### config.mk
export PLATFORM = sky130hd
export DESIGN_NAME = bunki_pred
export DESIGN_NICKNAME = d
export VERILOG_FILES = /design/src/rtl/bunki_pred.sv
export SDC_FILE = /design/constraint.sdc
export NUM_CORES = 1
export LEC_CHECK = 0
export BUFFER_PORTS_ARGS = -buffer_cell sky130_fd_sc_hd__buf_2
export CAP_MARGIN = 20
export CORE_MARGIN = 5
export CORE_UTILIZATION = 56
export DETAILED_ROUTE_END_ITERATION = 6
export PLACE_DENSITY = 0.82
export SKIP_LAST_GASP = 1
export SLEW_MARGIN = 15
export SYNTH_ARGS = -nofsm -noshare
export SYNTH_HDL_FRONTEND = slang
export SYNTH_SLANG_ARGS = --single-unit
### constraint.sdc
create_clock -name clock -period 3.5 [get_ports clock]
set_clock_uncertainty 0.15 [all_clocks]
set_input_delay 0.35 -clock clock [delete_from_list [all_inputs] [get_ports clock]]
set_output_delay 0.35 -clock clock [all_outputs]
set_load 0.01 [all_outputs]
### src/rtl/bunki_pred.sv
// bunki_pred: 2-bit saturating-counter branch predictor with next-PC selection, mispredict flush and miss counter.
// Optional gshare indexing is enabled by defining BUNKI_PRED_GSHARE_EN.
module bunki_pred #(
    parameter int PC_W  = 12,
    parameter int IDX_W = 4,
    parameter int OFS_W = 8
) (
    input  logic             clock,
    input  logic             reset,
    input  logic             enable,
    input  logic [PC_W-1:0]  f_pc,
    input  logic             f_br,
    input  logic             f_jmp,
    input  logic [OFS_W-1:0] f_ofs,
    output logic [1:0]       f_pred,
    output logic [IDX_W-1:0] f_idx,
    output logic [PC_W-1:0]  next_pc,
    input  logic             r_valid,
    input  logic [IDX_W-1:0] r_idx,
    input  logic [PC_W-1:0]  r_pc,
    input  logic [OFS_W-1:0] r_ofs,
    input  logic             r_taken,
    input  logic             r_pred,
    input  logic [1:0]       r_depth,
    output logic [1:0]       flush,
    output logic [15:0]      miss_cnt
);
    logic [1:0]      r_table [2**IDX_W];
    logic [15:0]     r_miss;
    logic            w_miss;
    logic [1:0]      w_f_ctr;
    logic [1:0]      w_r_ctr;
    logic [1:0]      w_r_upd;
    logic [PC_W-1:0] w_f_tgt;
    logic [PC_W-1:0] w_r_tgt;

`ifdef BUNKI_PRED_GSHARE_EN
    logic [IDX_W-1:0] r_hist;
    assign f_idx = f_pc[IDX_W-1:0] ^ r_hist;
    // Global history shifts in each resolved outcome at its lsb
    always_ff @(posedge clock or negedge reset) begin
        if (!reset)
            r_hist <= '0;
        else if (enable && r_valid)
            r_hist <= {r_hist[IDX_W-2:0], r_taken};
    end
`else
    assign f_idx = f_pc[IDX_W-1:0];
`endif

    // Prediction, target arithmetic (wraps modulo 2**PC_W) and next-PC priority select
    always_comb begin
        w_miss  = r_valid & (r_taken != r_pred);
        w_f_ctr = r_table[f_idx];
        w_r_ctr = r_table[r_idx];
        w_r_upd = r_taken ? ((w_r_ctr == 2'b11) ? 2'b11 : w_r_ctr + 2'd1)
                          : ((w_r_ctr == 2'b00) ? 2'b00 : w_r_ctr - 2'd1);
        w_f_tgt = f_pc + {{(PC_W-OFS_W){f_ofs[OFS_W-1]}}, f_ofs} + PC_W'(1);
        w_r_tgt = r_pc + {{(PC_W-OFS_W){r_ofs[OFS_W-1]}}, r_ofs} + PC_W'(1);
        f_pred  = (f_br && !f_jmp && !w_miss) ? {w_f_ctr[1], ~w_f_ctr[1]} : 2'b00;
        flush   = w_miss ? r_depth : 2'b00;
        next_pc = w_miss ? (r_taken ? w_r_tgt : r_pc + PC_W'(1))
                : f_jmp ? w_f_tgt
                : (f_br && w_f_ctr[1]) ? w_f_tgt
                : f_pc + PC_W'(1);
    end

    // Counter table trains on each enabled resolve; reads see the pre-update value
    always_ff @(posedge clock or negedge reset) begin
        if (!reset) begin
            for (int i = 0; i < 2**IDX_W; i++)
                r_table[i] <= 2'b00;
        end else if (enable && r_valid) begin
            r_table[r_idx] <= w_r_upd;
        end
    end

    // Saturating mispredict counter
    always_ff @(posedge clock or negedge reset) begin
        if (!reset)
            r_miss <= '0;
        else if (enable && w_miss && !(&r_miss))
            r_miss <= r_miss + 16'd1;
    end

    assign miss_cnt = r_miss;
endmodule

Word-level counts from Yosys, hierarchy flattened
Cells that the tools add are included.
{"block": "totals", "elab_cells": 65, "input_bits": 54, "reg_bits": 48, "out_inout_bits": 36}
{"block": "op_classes", "bitwise": 4, "mux": 18, "magnitude_cmp": 3, "eq_ne": 2, "add_sub_neg": 9, "reduce_logical": 12}
{"operator": "$add A12 B1 Y12 const B", "count": 4}
{"operator": "$mux W12", "count": 4}
{"operator": "$bwmux W32", "count": 1}
{"operator": "$add A12 B12 Y12", "count": 2}
{"operator": "$mux W2", "count": 10}
{"operator": "$add A16 B1 Y16 const B", "count": 1}
{"operator": "$bmux W2 S4", "count": 2}
{"operator": "$reduce_and A16 Y1", "count": 1}
{"operator": "$ge A5 B5 Y1 const B", "count": 2}
{"operator": "$not A4 Y5", "count": 2}
{"operator": "$demux W2 S4", "count": 1}
{"operator": "$logic_and A1 B1 Y1", "count": 7}
{"operator": "$lt A5 B1 Y1 const B", "count": 1}
{"operator": "$logic_not A1 Y1", "count": 3}
{"operator": "$add A2 B1 Y2 const B", "count": 1}
{"operator": "$eq A2 B2 Y1 const B", "count": 1}
{"operator": "$logic_not A2 Y1", "count": 1}
{"operator": "$sub A2 B1 Y2 const B", "count": 1}
{"operator": "$and A1 B1 Y1", "count": 1}
{"operator": "$ne A1 B1 Y1", "count": 1}
{"operator": "$not A1 Y1", "count": 1}

Longest topological paths before layout
{"block": "logic_depth", "word_depth": 8, "ltp_mapped": 11, "ltp_nobuf": 10}

Worst setup path after synthesis
No wires, ideal clock.
{"block": "synth_path", "path_kind": "input to output", "from": "input f_pc[0]", "to": "output next_pc[10]", "required_ns": 3.000, "arrival_time_ns": 2.448, "setup_slack_ns": 0.552, "cell_stages": 11, "path_cell_list": "clkbuf_1 > inv_1 > ha_1 > fa_1 > nor2b_1 > o31a_1 > nor4_1 > o21bai_1 > and4b_1 > nor4_1 > a311oi_1"}
{"block": "synth_via", "elab_chain_len": 8, "elab_cells_between_ends": 11, "classes_between": "add/sub (3); mux (6); bitwise (1); reduce/logical (1)"}
{"item": "start, declared", "line": "11", "rtl": "input logic [PC_W-1:0] f_pc,"}
{"item": "branches (longest 6 deep; another with $add A12 B12 Y12)"}
{"item": "$mux W12 (*)", "line": "63", "rtl": ": f_jmp ? w_f_tgt"}
{"item": "$mux W12 (*)", "line": "62", "rtl": "next_pc = w_miss ? (r_taken ? w_r_tgt : r_pc + PC_W'(1))"}
{"item": "end, declared", "line": "17", "rtl": "output logic [PC_W-1:0] next_pc,"}
Mark *: on every way between the ends. The select of a mux whose other input is x is not followed.

Final worst setup path
Same ends and word-level chain as after synthesis.

==> impl_metrics.toml <==
[clock_tree]
holdBufCountCts = 0
clk_pin_slew_worst_paths_ps = 80
ctsResizeCount = 0
post_cts_buffers = 0
htreeDepth = 2
root_buffer = "clkbuf_8"
cts_buffers = 5
tritoncts = "yes"
clk_latency_ps = 300
clk_path_buf_depth = 2
clkSinkCount = 48

[die]
chipHeight_microns = 96.93
die_w_microns = 96.93
ios = 90
core-area_sq_um = 7292
die_area_sq_um = 9394
rows = 31
start_util_pct = 58.03

[timing]
hold_violations = 0
post-route-min-period_ps = 3203
worstMarginPinSlew_ps = 687.6
maxClockFrequency_mhz = 312.2
fin_setup_tns_ps = 0
period_share_pct = 91.52
worst_slew_margin_rel_pct = 53.74
report.final.slew_viol_count = 0
setup-violations-final = 0
rsz0062_at_grt = "false"

[critical_path]
cp_slowest_cell = "fa_1"
crit_chain = "buf_2 > inv_1 > ha_1 > fa_1 > nor2b_1 > o31a_1 > nor4_1 > o21bai_1 > nor3_1 > nor4_1 > a311oi_1 > buf_2"
critPathLaunchType = "input port"
crit_required_ps = 3000
cp.arrival_ps = 2700
endpoint_kind = "output port"
critPathKind = "in2out"
critPathMaxStageDelay_ps = 410
path_max_fanout = 9

[yosys]
ys_seq_area_share_pct = 28.39
syn_avg_cell_area_sq_um = 9.023
synth-async-reset-ratio_pct = 100.0
synthMuxAreaShare_pct = 12.24
synth.most_common_cell = "dfrtp_1"
ys_warn_count = 0
syn_area_sq_um = 4232
synth-edff-count = 0
synth.net_count = 550
ys.flop_type = "dfrtp_1"
synth_top_family_by_area = "simple AND/OR/NAND/NOR gates"
ys_types = 62
synth_compound_area_share_pct = 16.20
synth_cells = 469
yosysTopAreaCellShare_pct = 28.39
synth_area_leaders = "dfrtp_1 28%, ha_1 7.4%, xnor2_1 5.6%, xor2_1 4.6%, nor2_1 3.9%"
synthSimpleGateAreaFrac_pct = 20.11
synthTopCellsByCount = "48 x dfrtp_1, 44 x nor2_1, 41 x nand2_1"
synth_xor_area_share_pct = 10.14
synth_seq_cells = 48
synth_fa_ha_area_share_pct = 8.604
synth_largest_area_cell = "dfrtp_1"

[drt]
antenna_left = 0
vias = 3937
drt_wl_total_microns = 10690
firstDrtPassIters = 5
drt_iter0_drc = 229
drcViolationCount = 0
drt-vias-per-instance = 6.066
wire_per_inst_microns = 16.47

[power]
p_leak_nw = 2.246
p_int_mw = 1.267
ir_drop_v = 0.0003355
p_comb_share_pct = 38.7
finalPower_mw = 1.935
power.density_nw_per_um2 = 400.0
clkPwrFrac_pct = 21.4
pwr-share-seq_pct = 40.0
p_sw_share_pct = 34.50
switching_power_mw = 0.6675

[placement]
io_buffers = 89
place_congestion = 0.8413
hpwl_microns = 8389

[layout]
fillers = 618
drive_above_1_share_pct = 24.18
areaGrowthSynthToFinish_pct = 14.31
nNetsFinal = 630
diodes = 0

[flow_run]
max-cap-violations = 0

[global_routing]
grtUsageTotal_pct = 22.32
grt_max_degree = 49
first_global_vias = 3797
grt_first_pass_wirelength_microns = 17880
antenna_found_initial = 0
grt_overflow = 0

[status]
outcome = "finished clean"

[worst_hold_path]
min_path_type = "in2reg"
final timing paths:
check                                        start                      end  slack (ps)  cells after the start
setup / recovery                           f_pc[0]              next_pc[10]         300                     12
hold / removal                            r_idx[2]  r_table[25]$_DFFE_PN0P_         350                      4
setup reg to reg           r_table[20]$_DFFE_PN0P_  r_table[29]$_DFFE_PN0P_         820                      6
hold reg to reg            r_table[28]$_DFFE_PN0P_  r_table[28]$_DFFE_PN0P_         360                      1
max in group asynchronous                    reset   r_table[8]$_DFFE_PN0P_        2250                      3
min in group asynchronous                    reset  miss_cnt[9]$_DFFE_PN0P_         430                      2
registers in the layout (all words and copies together), names as in the netlist:
name,flops
miss_cnt,16
r_table,32
power groups by stage:
| stage | combinational (mW) | clock (mW) | sequential [mW] |
|---|---|---|---|
| finish | 0.748 | 0.413 | 0.774 |
| global route | 0.827 | 0.443 | 0.789 |
| CTS | 0.744 | 0.421 | 0.773 |
| detailed placement | 0.738 | 0 | 0.783 |
| global placement | 0.716 | 0 | 0.770 |
| floorplan | 0.530 | 0 | 0.765 |
layer usage:
layer  global-route usage, %  vias up  wire length, microns
met3                   3.381       24                   596
met1                   28.23     1893                  4415
met4                   6.263        0                   227
met2                   39.44      130                  5451
li1                        -     1890                     -
met5                       0        -                     0
layout by cell type (no fill, tap or decap), types with 8 or more instances in the layout:
cell / count
a21oi_1: 31
and3_1: 10
buf_2: 89
dfrtp_1: 48
ha_1: 25
inv_1: 11
mux2_2: 14
nand2_1: 41
nand3_1: 23
nand4_1: 8
nor2_1: 44
nor2b_1: 10
nor3_1: 13
o21ai_0: 26
xnor2_1: 27
xor2_1: 22
critical path, delay by kind of cell:
kind                       cells  cell delay, ps
AOI/OAI and AO/OA              3             520
adders and majority gates      2             640
buffers and inverters          3             480
and+or+nand+nor                4             710
cell families (layout without fill, tap and decap cells):
group / count (synthesis) / in the layout
compound gates: 105 / 105
xor+xnor: 49 / 49
fa+ha+maj: 28 / 28
buf+inv: 32 / 113
flops: 48 / 48
mux: 34 / 34
simple gates: 173 / 173
stage by stage:
step	cell area, sq um	utilization (%)	setup slack (ps)	hold slack [ps]	cells
after global placement	4678	64.16	457.9	327.2	639
final	4837	66.33	296.9	352.0	649
after floorplan	4232	-	551.9	-95.59	469
after detailed placement	4678	64.16	279.8	340.8	639
after CTS	4800	65.82	274.5	102.9	647
after global routing	4837	66.33	72.00	377.0	649
final cells by class:
| type | instances | area [sq um] | share of cell area (%) |
|---|---|---|---|
| sequential | 48 | 1201 | 24.83 |
| clock buffer | 6 | 82.58 | 1.707 |
| tap | 99 | 123.9 | 2.561 |
| timing repair buffer | 93 | 498.0 | 10.29 |
| multi-input combinational | 389 | 2848 | 58.87 |
| clock inverter | 2 | 38.79 | 0.8019 |
| inverter | 12 | 45.04 | 0.9312 |
(Power assumes the default switching activity.)
